### config.mk
export PLATFORM = sky130hd
export DESIGN_NAME = conv_enc_k3
export DESIGN_NICKNAME = d
export VERILOG_FILES = /design/src/rtl/conv_enc_k3.sv
export SDC_FILE = /design/constraint.sdc
export NUM_CORES = 1
export LEC_CHECK = 0
export ABC_AREA = 1
export BUFFER_PORTS_ARGS = -buffer_cell sky130_fd_sc_hd__buf_2
export CAP_MARGIN = 25
export CORE_AREA = 2 2 58 60
export CTS_CLUSTER_DIAMETER = 60
export DETAILED_ROUTE_END_ITERATION = 10
export DIE_AREA = 0 0 60 62
export GPL_TIMING_DRIVEN = 0
export SLEW_MARGIN = 30
export SYNTH_ARGS = -nofsm -noshare
export SYNTH_HDL_FRONTEND = slang
export SYNTH_SLANG_ARGS = --single-unit
### constraint.sdc
create_clock -name clk -period 2.03 [get_ports clk]
set_input_delay 0.1015 -clock clk [delete_from_list [all_inputs] [get_ports clk]]
set_output_delay 0.1015 -clock clk [all_outputs]
set_load 0.005 [all_outputs]
### src/rtl/conv_enc_k3.sv
// Rate-1/2, K=3 convolutional encoder (G0=7, G1=5) with a single-stage output
// register and a two-symbol zero tail that returns the trellis to state 00.
module conv_enc_k3 #(
  parameter int MAX_LEN = 64,
  parameter int CNT_W   = 7
) (
  input  logic             clk,
  input  logic             rst,
  input  logic             in_valid,
  output logic             in_ready,
  input  logic             in_bit,
  input  logic             in_last,
  output logic             out_valid,
  input  logic             out_ready,
  output logic [1:0]       out_pair,
  output logic             out_tail,
  output logic             out_last,
  output logic             len_err,
  output logic [CNT_W-1:0] bit_cnt
);

  localparam logic [1:0] ST_DATA  = 2'd0;
  localparam logic [1:0] ST_TAIL1 = 2'd1;
  localparam logic [1:0] ST_TAIL2 = 2'd2;

  logic [1:0]       r_state;
  logic [1:0]       r_sreg;
  logic             r_valid;
  logic [1:0]       r_pair;
  logic             r_tail;
  logic             r_last;
  logic             r_len_err;
  logic [CNT_W-1:0] r_cnt;

  logic       w_slot_free;
  logic       w_in_tail;
  logic       w_xfer;
  logic       w_load;
  logic       w_b;
  logic       w_at_max;
  logic [1:0] w_pair;

  assign w_slot_free = !r_valid || out_ready;
  assign w_in_tail   = (r_state == ST_TAIL1) || (r_state == ST_TAIL2);
  assign in_ready    = (r_state == ST_DATA) && w_slot_free;
  assign w_xfer      = in_valid && in_ready;
  assign w_load      = w_xfer || (w_in_tail && w_slot_free);
  // Tail symbols encode a forced zero input
  assign w_b         = (r_state == ST_DATA) ? in_bit : 1'b0;
  assign w_pair      = {w_b ^ r_sreg[1] ^ r_sreg[0], w_b ^ r_sreg[0]};
  assign w_at_max    = (r_cnt == CNT_W'(MAX_LEN - 1));

  always_ff @(posedge clk) begin
    if (rst) begin
      r_valid <= 1'b0;
      r_pair  <= 2'b00;
      r_tail  <= 1'b0;
      r_last  <= 1'b0;
      r_sreg  <= 2'b00;
    end else if (w_load) begin
      r_valid <= 1'b1;
      r_pair  <= w_pair;
      r_tail  <= w_in_tail;
      r_last  <= (r_state == ST_TAIL2);
      r_sreg  <= {w_b, r_sreg[1]};
    end else if (out_ready) begin
      r_valid <= 1'b0;
    end
  end

  always_ff @(posedge clk) begin
    if (rst) begin
      r_state   <= ST_DATA;
      r_cnt     <= '0;
      r_len_err <= 1'b0;
    end else begin
      case (r_state)
        ST_DATA: begin
          if (w_xfer) begin
            r_cnt <= r_cnt + CNT_W'(1);
            if (in_last || w_at_max) r_state <= ST_TAIL1;
            if (w_at_max && !in_last) r_len_err <= 1'b1;
          end
        end
        ST_TAIL1: begin
          if (w_slot_free) r_state <= ST_TAIL2;
        end
        ST_TAIL2: begin
          if (w_slot_free) begin
            r_state <= ST_DATA;
            r_cnt   <= '0;
          end
        end
        default: r_state <= ST_DATA;
      endcase
    end
  end

  assign out_valid = r_valid;
  assign out_pair  = r_pair;
  assign out_tail  = r_tail;
  assign out_last  = r_last;
  assign len_err   = r_len_err;
  assign bit_cnt   = r_cnt;

endmodule

==> run_results.csv <==
group,metric,value,unit
status,status,"completed",
routing,ant_nets,0,
critical_path,critPathBufInv,3,
layout,drive_gt1_share,19.6,%
global_route,busiest_layer,"met2",
power_and_ir_drop,power.leakage,0.000535,uW
layout,layout_commonest_cell,"nand2_1",
global_route,use_met2,20.0,%
place,dp_hpwl,1420,um
sta,fin_skew,0.00601,ns
sta,fin_setup_tns,0,ns
global_route,grt_use_met3,2.07,%
layout,regArea,340,sq um
layout,multi_input_comb_area,472,sq um
yosys,ys_types,18,
sta,worst_pin_slew,0.245,ns
power_and_ir_drop,total_power,1150,uW
global_route,first_global_vias,799,
die,std_cell_rows,21,
routing,wirelength,1810,um
routing,vias_per_cell,4.30,
global_route,antenna_found_initial,0,
min_path,min_from,"rst",
sta,fmaxAchievable,715,MHz
clocking,holdBufCountCts,0,
yosys,ys_seq_area_share,38.2,%
critical_path,r2r_start,"r_state[0]",
routing,detail_route.wl_per_cell,9.09,um
yosys,syn_area_per_cell,6.85,sq um
die,start_util,28.0,%
global_route,grt_overflow,0,
clocking,cts_root_buf,"clkbuf_4",
die,core,3180,sq um
layout,syn_to_final_growth,20.2,%
clocking,post_cts_resized,0,
global_route,use_met1,11.8,%
place,port_buffers,19,
global_route,grt_max_degree,11,
clocking,clock_path_buffers,2,
die,chipWidth,60,um
global_route,grt_usage,10.9,%
critical_path,slowest_stage,"dfxtp_1",
critical_path,start_kind,"flip-flop",
power_and_ir_drop,vdd_drop_max,308,uV
critical_path,crit_type,"reg2out",
clocking,clkLatencyLatePin,0.29,ns
critical_path,critPathTopFamily,"flip-flops",
critical_path,path_cells,"inv_1 > ha_1 > inv_2 > nor2_1 > buf_2",
critical_path,critPathRequiredTime,1.93,ns
yosys,synth_nets,141,
die,die_h,62,um
yosys,syn_inst,130,
critical_path,path_depth,5,
clocking,postCtsSetupBuffers,0,
layout,fill_cells,349,
yosys,synth-seq-cells,17,
critical_path,worstSetupEndpointType,"output pin",
sta,rsz0062_at_grt,"false",
clocking,h-tree-depth,1,
sta,slew_viol_final,0,
sta,period_minus_slack,1.40,ns
min_path,hp-class,"in2reg",
clocking,cts_buffers,3,
routing,drc,0,
critical_path,path_max_fanout,5,
critical_path,reg2reg_to,"r_state[1]",
critical_path,rr_worst_depth,8,
die,design.portCount,20,
clocking,cts_tree,"yes",
job,drv_cap,0,
yosys,syn-cell-area,891,sq um
layout,mostFrequentLayoutCells,"nand2_1 (30), inv_1 (19), buf_2 (19), nor2_1 (17), dfxtp_1 (17)",
sta,hold_viol,0,
routing,drtPass1Iterations,4,
die,dieArea,3720,sq um
critical_path,r2r_slack,0.64,ns
clocking,cts.clk_slew.worst_paths,0.11,ns
min_path,worstHoldPathCells,2,
place,place_congestion,0.754,
power_and_ir_drop,power_density,1080,nW/um^2
sta,finalSetupViolCount,0,
layout,fin_nets,165,
routing,dr.first_iter.drc_count,42,
yosys,ys_warn_count,0,
min_path,hold_end,"bit_cnt[5]",
clocking,clock-sinks,17,
critical_path,arrival,1.30,ns
global_route,grt_pass1_wl,3060,um
sta,finalCritPeriodShare,68.9,%
sta,slew_headroom,83.7,%
critical_path,cpPeakStageDelay,0.34,ns
routing,num_vias,856,
layout,antenna_cells,0,
-- cell usage after synthesis --
cell type	number	area (sq um)
ha_1	5	62.6
o21bai_1	2	15.0
dfxtp_1	17	340
nand3_4	1	17.5
inv_1	19	71.3
nand2_2	2	12.5
nand3_1	8	40.0
o211ai_1	1	7.51
nor3_1	1	5.00
nor2_1	17	63.8
nor2_2	1	6.26
o21ai_0	6	30.0
a21oi_1	14	70.1
nand2_1	30	113
inv_2	2	7.51
nand4_1	2	12.5
o21ai_1	1	5.00
nand2_4	1	11.3
-- through the flow --
stage	area [sq um]	instances	worst slack, ns	hold slack [ns]	utilization [%]
floorplan	891	130	0.787	0.171	-
global placement	1040	195	0.642	0.372	32.8
detailed placement	1040	195	0.644	0.370	32.8
CTS	1070	199	0.609	0.0499	33.7
global route	1070	199	0.447	0.0597	33.7
finish	1070	199	0.631	0.0530	33.7
-- worst max path at each step --
stage,startpoint,endpoint,slack (ns)
after global placement,r_state[0],r_state[0],0.64
after floorplan,r_state[0],bit_cnt[4],0.79
final,r_state[0],in_ready,0.63
after global routing,r_state[0],out_pair[1],0.45
after detailed placement,r_state[0],bit_cnt[4],0.64
after CTS,r_state[0],in_ready,0.61
-- sequential cells by signal, summed over array words and instances, names as in the netlist --
name       flops
out_pair       2
r_sreg         2
bit_cnt        7
out_tail       1
len_err        1
out_last       1
out_valid      1
r_state        2
-- power by group --
group / switching (uW) / internal, uW / total [uW]
Sequential: 55.8 / 412 / 468
Combinational: 311 / 188 / 500
Clock: 113 / 73.2 / 186
Total: 480 / 674 / 1150
-- metal layers --
metal,up-vias,share of wire (%),wire length (um)
met5,-,0,0
met4,0,1.9,34
met3,4,4.4,79
met2,15,47,842
met1,378,47,852
li1,459,-,-
-- cell type report --
cell class,count,area share (%)
clock buffer,3,2.10
clock inverter,1,0.467
inverter,21,7.36
multi-input combinational,92,44.0
sequential,17,31.8
tap,46,5.37
timing repair buffer,19,8.88
-- kinds of logic (layout without fill, tap and decap cells) --
logic type               Yosys count  count (layout)  share of synthesized area, %
adder cells (fa/ha/maj)            5               5                          7.02
AO/OA/AOI/OAI                     24              24                          14.3
AND/OR/NAND/NOR                   63              63                          31.6
flip-flops                        17              17                          38.2
buffers and inverters             21              44                          8.85
(Power assumes the default switching activity.)
